$ cat src/rtl/upload_reader.sv
// upload_reader: streams RAM bytes to the HPS during an upload session.
// The CPU is paused through a request/grant handshake before any RAM access.
// If the grant is lost mid-fetch, the fetch is retried from the latched address.
//
// state   | meaning
// --------+-----------------------------------------------------------
// S_IDLE  | no session; waiting for an upload rise with a matching index
// S_HOLD  | pause requested, waiting for mem_grant; HPS is held off
// S_READY | RAM port owned; accepting ioctl_rd
// S_FETCH | RAM read in flight; counting down the read latency
// S_END   | session over; done pulses for this cycle
module upload_reader #(
  parameter int unsigned ADDR_W      = 17,
  parameter int unsigned RAM_LATENCY = 1,
  parameter logic [7:0]  INDEX       = 8'd5,
  parameter int unsigned SIZE        = 17'h10000
) (
  input  logic              clk_sys,
  input  logic              reset,
  input  logic              ioctl_upload,
  input  logic [7:0]        ioctl_index,
  input  logic              ioctl_rd,
  input  logic [24:0]       ioctl_addr,
  output logic [7:0]        ioctl_din,
  output logic              ioctl_wait,
  output logic              pause_req,
  input  logic              mem_grant,
  output logic [ADDR_W-1:0] mem_addr,
  output logic              mem_rd,
  input  logic [7:0]        mem_q,
  output logic              done
);

  typedef enum logic [2:0] {
    S_IDLE  = 3'd0,
    S_HOLD  = 3'd1,
    S_READY = 3'd2,
    S_FETCH = 3'd3,
    S_END   = 3'd4
  } state_t;

  localparam logic [24:0] SIZE_A = 25'(SIZE);
  localparam logic [1:0]  LAT    = 2'(RAM_LATENCY);

  state_t            state_q, state_d;
  logic              upload_q, upload_d;
  logic              pending_q, pending_d;
  logic [1:0]        cnt_q, cnt_d;
  logic [ADDR_W-1:0] mem_addr_q, mem_addr_d;
  logic              mem_rd_q, mem_rd_d;
  logic [7:0]        din_q, din_d;
  logic              wait_q, wait_d;
  logic              pause_q, pause_d;
  logic              done_q, done_d;
  logic              in_range;

  assign in_range = (ioctl_addr < SIZE_A);

  // Next-state and registered-output computation; session end has top priority.
  always_comb begin
    state_d    = state_q;
    upload_d   = ioctl_upload;
    pending_d  = pending_q;
    cnt_d      = cnt_q;
    mem_addr_d = mem_addr_q;
    mem_rd_d   = 1'b0;
    din_d      = din_q;
    wait_d     = wait_q;
    pause_d    = pause_q;
    done_d     = 1'b0;
    case (state_q)
      S_IDLE: begin
        if (ioctl_upload && !upload_q && (ioctl_index == INDEX)) begin
          state_d   = S_HOLD;
          pause_d   = 1'b1;
          wait_d    = 1'b1;
          pending_d = 1'b0;
        end
      end
      S_HOLD, S_READY, S_FETCH: begin
        if (!ioctl_upload) begin
          state_d   = S_END;
          pause_d   = 1'b0;
          wait_d    = 1'b0;
          done_d    = 1'b1;
          pending_d = 1'b0;
        end else if (state_q == S_HOLD) begin
          if (mem_grant) begin
            if (pending_q) begin
              state_d   = S_FETCH;
              mem_rd_d  = 1'b1;
              cnt_d     = LAT;
              pending_d = 1'b0;
            end else begin
              state_d = S_READY;
              wait_d  = 1'b0;
            end
          end
        end else if (!mem_grant) begin
          // Grant lost: park in HOLD; an accepted or in-flight read is retried later.
          state_d = S_HOLD;
          wait_d  = 1'b1;
          if (state_q == S_FETCH) begin
            pending_d = 1'b1;
          end else if (ioctl_rd) begin
            if (in_range) begin
              mem_addr_d = ioctl_addr[ADDR_W-1:0];
              pending_d  = 1'b1;
            end else begin
              din_d = 8'h00;
            end
          end
        end else if (state_q == S_READY) begin
          if (ioctl_rd) begin
            if (in_range) begin
              mem_addr_d = ioctl_addr[ADDR_W-1:0];
              mem_rd_d   = 1'b1;
              wait_d     = 1'b1;
              cnt_d      = LAT;
              state_d    = S_FETCH;
            end else begin
              din_d = 8'h00;
            end
          end
        end else begin
          if (cnt_q == 2'd0) begin
            din_d   = mem_q;
            wait_d  = 1'b0;
            state_d = S_READY;
          end else begin
            cnt_d = cnt_q - 2'd1;
          end
        end
      end
      S_END: begin
        state_d = S_IDLE;
      end
      default: begin
        state_d = S_IDLE;
      end
    endcase
  end

  // State and output registers with asynchronous reset.
  always_ff @(posedge clk_sys or posedge reset) begin
    if (reset) begin
      state_q    <= S_IDLE;
      upload_q   <= 1'b0;
      pending_q  <= 1'b0;
      cnt_q      <= 2'd0;
      mem_addr_q <= '0;
      mem_rd_q   <= 1'b0;
      din_q      <= 8'h00;
      wait_q     <= 1'b0;
      pause_q    <= 1'b0;
      done_q     <= 1'b0;
    end else begin
      state_q    <= state_d;
      upload_q   <= upload_d;
      pending_q  <= pending_d;
      cnt_q      <= cnt_d;
      mem_addr_q <= mem_addr_d;
      mem_rd_q   <= mem_rd_d;
      din_q      <= din_d;
      wait_q     <= wait_d;
      pause_q    <= pause_d;
      done_q     <= done_d;
    end
  end

  assign ioctl_din  = din_q;
  assign ioctl_wait = wait_q;
  assign pause_req  = pause_q;
  assign mem_addr   = mem_addr_q;
  assign mem_rd     = mem_rd_q;
  assign done       = done_q;

endmodule

$ cat config.mk
export PLATFORM = sky130hd
export DESIGN_NAME = upload_reader
export DESIGN_NICKNAME = d
export VERILOG_FILES = /design/src/rtl/upload_reader.sv
export SDC_FILE = /design/constraint.sdc
export NUM_CORES = 1
export LEC_CHECK = 0
export BUFFER_PORTS_ARGS = -buffer_cell sky130_fd_sc_hd__buf_2
export CORE_ASPECT_RATIO = 1.2
export CORE_MARGIN = 3
export CORE_UTILIZATION = 50
export DETAILED_ROUTE_END_ITERATION = 8
export PLACE_DENSITY_LB_ADDON = 0.2
export SKIP_LAST_GASP = 1
export SLEW_MARGIN = 20
export SYNTH_ARGS = -nofsm -noshare
export SYNTH_HDL_FRONTEND = slang
export SYNTH_SLANG_ARGS = --single-unit
$ cat constraint.sdc
create_clock -name clk_sys -period 6.2 [get_ports clk_sys]
set_clock_uncertainty 0.2 [all_clocks]
set_input_delay 0.93 -clock clk_sys [delete_from_list [all_inputs] [get_ports clk_sys]]
set_output_delay 0.93 -clock clk_sys [all_outputs]
set_load 0.005 [all_outputs]
Word-level counts from Yosys, hierarchy flattened
Cells that the tools add are included.
{"block": "word_totals", "ff_bits": 36, "output_inout_bits": 29, "inputBits": 46}
{"block": "classes", "n_reduce_logical": 14, "n_addsub": 1, "bitwise_logic": 1, "n_lt_le_gt_ge": 1, "mux": 61, "eq_ne": 21}
{"cell": "17-bit two-way mux", "count": 5}
{"cell": "8-bit two-way mux", "count": 6}
{"cell": "1-bit two-way mux", "count": 29}
{"cell": "3-bit two-way mux", "count": 9}
{"cell": "25-bit by 17-bit less-than comparator with 1-bit output, second input constant", "count": 1}
{"cell": "6-bit != test, second input constant", "count": 3}
{"cell": "2-bit two-way mux", "count": 8}
{"cell": "5-bit AND reduction", "count": 3}
{"cell": "7-bit AND reduction", "count": 2}
{"cell": "4-bit != test, second input constant", "count": 3}
{"cell": "5-bit != test, second input constant", "count": 2}
{"cell": "3-bit != test, second input constant", "count": 3}
{"cell": "8-bit by 3-bit equality test with 1-bit output, second input constant", "count": 1}
{"cell": "2-bit != test, second input constant", "count": 4}
{"cell": "3-bit by 2-bit equality test with 1-bit output, second input constant", "count": 2}
{"cell": "1-bit one-hot mux with 2 select lines", "count": 3}
{"cell": "3-bit one-hot mux with 2 select lines", "count": 1}
{"cell": "6-bit AND reduction", "count": 1}
{"cell": "3-bit by 1-bit equality test with 1-bit output, second input constant", "count": 1}
{"cell": "3-bit logical NOT", "count": 1}
{"cell": "3-bit by 1-bit != test with 1-bit output, second input constant", "count": 1}
{"cell": "3-bit AND reduction", "count": 1}
{"cell": "3-bit OR reduction", "count": 1}
{"cell": "1-bit logical AND", "count": 2}
{"cell": "other kinds (6)", "count": 6}

Depth between registers and ports, before layout
{"block": "logic_depth", "ltp_word": 8, "mapped_depth": 7, "ltp_nobuf": 6}

Worst setup path before layout
OpenSTA, ideal clock, no wires.
{"block": "synth_timing", "kind": "input-to-reg", "startpoint": "input port ioctl_addr[20]", "endpoint": "register mem_addr_q[10], in the netlist mem_addr[10]", "cell_stages": 5, "setup_ns": 0.125, "path_slack_ns": 3.195, "n_path_buf": 1, "arrival_ns": 2.680, "cell_sequence": "or4_4 > nor4_4 > nor4b_4 > buf_6 > mux2_2"}
{"block": "synth_between", "elab_chain_len": 5, "word_cells_on_any_way": 6, "classes_between": "1 x order compare; 5 x mux"}
{"item": "start: declaration", "line_no": "23", "rtl": "input logic [24:0] ioctl_addr,"}
{"item": "25-bit by 17-bit less-than comparator with 1-bit output (*)", "line_no": "57", "rtl": "assign in_range = (ioctl_addr < SIZE_A);"}
{"item": "17-bit two-way mux (*) (2 in series)"}
{"item": "17-bit two-way mux, on equally long branches"}
{"item": "17-bit two-way mux (*)"}
{"item": "end signal: assignment", "line_no": "162", "rtl": "mem_addr_q <= mem_addr_d;"}
{"item": "end: declaration", "line_no": "49", "rtl": "logic [ADDR_W-1:0] mem_addr_q, mem_addr_d;"}
Mark *: on every way between the ends. The rest lies on a longest branch, timed or not. The select of a mux whose other input is x is not followed.
A chain may end at the register's enable or synchronous reset.

Worst setup path after layout
{"block": "layout_timing", "startpoint": "input port ioctl_addr[20]", "endpoint": "register mem_addr_q[14], in the netlist mem_addr[14]"}
The elaborated chain is that of the path after synthesis.

==> key figures <==
Yosys
  • Top FF cell, synth: dfrtp_1
  • Mux share of post-synthesis cell area: 12.2%
  • XOR/XNOR share of the synthesized area: less than 1%
  • Register area share after synthesis: 54.4%
  • Post-synth EDFFs: 0
  • Largest family of logic cells by synthesized area: simple AND/OR/NAND/NOR gates
  • Compound-Gate Fraction of Synth Area: 12.4%
  • Synth Warn #: 0
  • Avg Inst Size Synth: roughly 12 um^2
  • Mapped Area: about 1700 um^2
  • Post-Synth Adder-Cell Area: 0.755%
  • Gate Count Post-Synth: 140
  • Netlist cell types: 37
  • Synth Area in Simple Gates: 15.9%
  • Seq cells post-synth: 36
  • Mapped Nets: 187
  • Async set-reset flop share out of synthesis: 100%

Timing
  • Slew Viols, Final: 0
  • RSZ-0062 raised after global routing: no
  • Hold Violations, Final: 0
  • Worst-margin pin slew: 1.02 ns
  • Fmax: 320 MHz
  • Final Setup Violations: 0
  • Period utilization: 50.4%
  • Rel. slew slack: 31.8%
  • Setup TNS after final layout: 0 ns
  • Fin crit period: 3.12 ns
  • Hold_ws: roughly 0.30 ns

Critical path
  • Critical path arrival: 3.14 ns
  • Critical path type: in2reg
  • CP startpoint kind: primary input
  • WP data required: 6.22 ns
  • Critical path cell sequence: buf_2 > or4_4 > nor4_4 > nor4b_4 > mux2_2
  • Crit path max fanout: 17
  • Crit-path slowest cell: nor4b_4
  • Worst setup EP type: flop
  • Biggest cell delay along the critical path: 0.87 ns

Floorplanning
  • Initial core utilization: between 50% and 60%
  • Die Span Y: approximately 69 um
  • Chip Width: 58.5 um
  • FP Rows: 22
  • Area of the core: 3110 um^2
  • Die area: ~4000 um^2
  • IO Count: 75

Clocking
  • CTS max path bufs: 2
  • Post CTS Setup Buffer Count: 0
  • PostCTS Resize Cnt: 0
  • CTS tree: done
  • Root buf cell: clkbuf_4
  • Clock slew at reported path FFs: 0.10 ns
  • Cts bufs inserted: 5
  • Hold buffers post-CTS: 0
  • Clock Sinks: 36
  • CTS HTree Levels: 2
  • Clock latency at the later pin of the worst-skew pair: 0.33 ns

Cells and area
  • # diodes: 0
  • Layout cells sized above 1: between 40% and 50%
  • Area of the multi-input gates: 692 um^2
  • Final net count: 261
  • Area Overhead vs Synth: 26.8%
  • Finished Core Util: 67.5%
  • # fillers: around 260
  • Register Area: 901 um^2

Route
  • Post-route ant nets: 0
  • DR vias: 1405
  • DR WL/cell: 14.8 um
  • Residual DRC: 0
  • Vias per inst: approximately 5.6
  • Overall routed net length: about 3700 um
  • DRT iter0 DRCs: 71
  • Drt first pass iters: 4

Global routing
  • Global-route wire length before repair: 6270 um
  • Vias in the first global route: 1471
  • Gr ovfl total: 0
  • GRT Util Overall: approximately a fifth
  • Initial antenna violation count: 0
  • Largest net degree at the start of global routing: 37

Pwr
  • Power share of the clock group: a little under a quarter
  • Combinational share of power: a little under a quarter
  • Net switching power: 0.172 mW
  • Sequential power share: ~54%
  • Cell Pwr Density: 265 nW/um^2
  • Lkg Pwr: 1.09 nW
  • Net Sw Frac: 30.8%
  • VDD IR max: 0.195 mV
  • Internal power consumption: 0.385 mW

Job
  • Max Cap Violations: 0

Placement
  • IO buf count: 74
  • Placed wire-length estimate: 2790 um
  • RD Place Congestion: 0.725

Status
  • Status: finished, final reports clean

Min path
  • Worst Hold Class: reg2reg
==> critical path, delay by kind of cell <==
| family | cells | cell delay, ns |
|---|---|---|
| simple gates | 3 | 1.68 |
| mux | 1 | 0.42 |
| buf+inv | 1 | 0.10 |
==> cells in the mapped netlist (all sizes together), types with 2 or more instances <==
cell / number / area, um^2
o211ai: 3 / 22.5
a22o: 8 / 70.1
a21oi: 5 / 25.0
nand2: 7 / 26.3
nor2: 7 / 26.3
o21ai: 4 / 20.0
nor2b: 3 / 18.8
inv: 7 / 26.3
nand3b: 2 / 15.0
nand3: 3 / 15.0
or4: 2 / 18.8
nor4b: 2 / 32.5
mux2: 17 / 191
clkbuf: 7 / 26.3
nand2b: 2 / 12.5
nand4: 3 / 18.8
nor4: 3 / 33.8
dfrtp: 36 / 901
nor3: 4 / 20.0
==> registers in the layout, indices dropped and copies added (netlist names), 2 cells and up <==
| signal | cells |
|---|---|
| mem_addr | 17 |
| ioctl_din | 8 |
| state_q | 3 |
| cnt_q | 2 |
==> cell type report <==
class,count,share of cell area (%)
inverter,7,1.25
multi-input combinational,89,32.9
clock buffer,8,2.80
tap,36,2.14
sequential,36,42.9
timing repair buffer,75,18.0
==> per-stage QoR <==
stage,worst slack [ns],power [mW],std cells,area (um^2)
5_1_grt,2.94,0.594,251,2100
3_3_place_gp,2.75,0.424,243,2040
2_1_floorplan,3.20,0.378,140,1660
6_report,3.08,0.556,251,2100
3_5_place_dp,2.67,0.431,243,2040
4_1_cts,3.04,0.562,251,2100
==> cell usage in the layout, fill, tap and decap left out, drive strengths merged, types with 2 or more instances in the layout <==
cell type / n
a22o: 8
nor3: 4
nand2: 7
a21oi: 5
inv: 7
buf: 75
nand3: 3
dfrtp: 36
nand2b: 2
clkbuf: 8
mux2: 17
nand3b: 2
nor2: 7
nor2b: 3
o211ai: 3
o21ai: 4
nor4: 3
or4: 2
nand4: 3
nor4b: 2
==> layer usage <==
layer	up-vias	GRT usage [%]	part of all wire [%]
met5	-	0	0
met4	0	7.47	1.5
met3	7	6.55	8.4
met2	56	33.8	52
met1	681	22.1	38
li1	661	-	-
==> power groups by stage <==
stage | Clock, mW | Sequential [mW] | Combinational [mW]
finish | 0.130 | 0.300 | 0.126
global route | 0.147 | 0.307 | 0.140
CTS | 0.135 | 0.300 | 0.128
detailed placement | 0 | 0.305 | 0.127
global placement | 0 | 0.303 | 0.121
floorplan | 0 | 0.288 | 0.0898
==> path summary, 6_finish.rpt <==
check	start	end	slack [ns]	cells after the start
worst min-delay path	cnt_q[1]$_DFFE_PP0P_	cnt_q[1]$_DFFE_PP0P_	0.30	2
worst min register to register	cnt_q[1]$_DFFE_PP0P_	cnt_q[1]$_DFFE_PP0P_	0.30	2
worst max-delay path	ioctl_addr[20]	mem_addr[14]$_DFFE_PP0P_	3.08	5
max in group asynchronous	reset	mem_addr[1]$_DFFE_PP0P_	5.00	3
worst max register to register	state_q[1]$_DFFE_PP0P_	mem_addr[14]$_DFFE_PP0P_	3.65	3
min in group asynchronous	reset	pending_q$_DFFE_PP0P_	0.48	3
==> cells by family after synthesis <==
family / count (synthesis)
AND/OR/NAND/NOR: 41
flip-flops: 36
AO/OA/AOI/OAI: 28
multiplexers: 18
buffers and inverters: 15
XOR/XNOR: 1
adder cells (fa/ha/maj): 1
No activity file was read; power rests on OpenSTA's default activity.
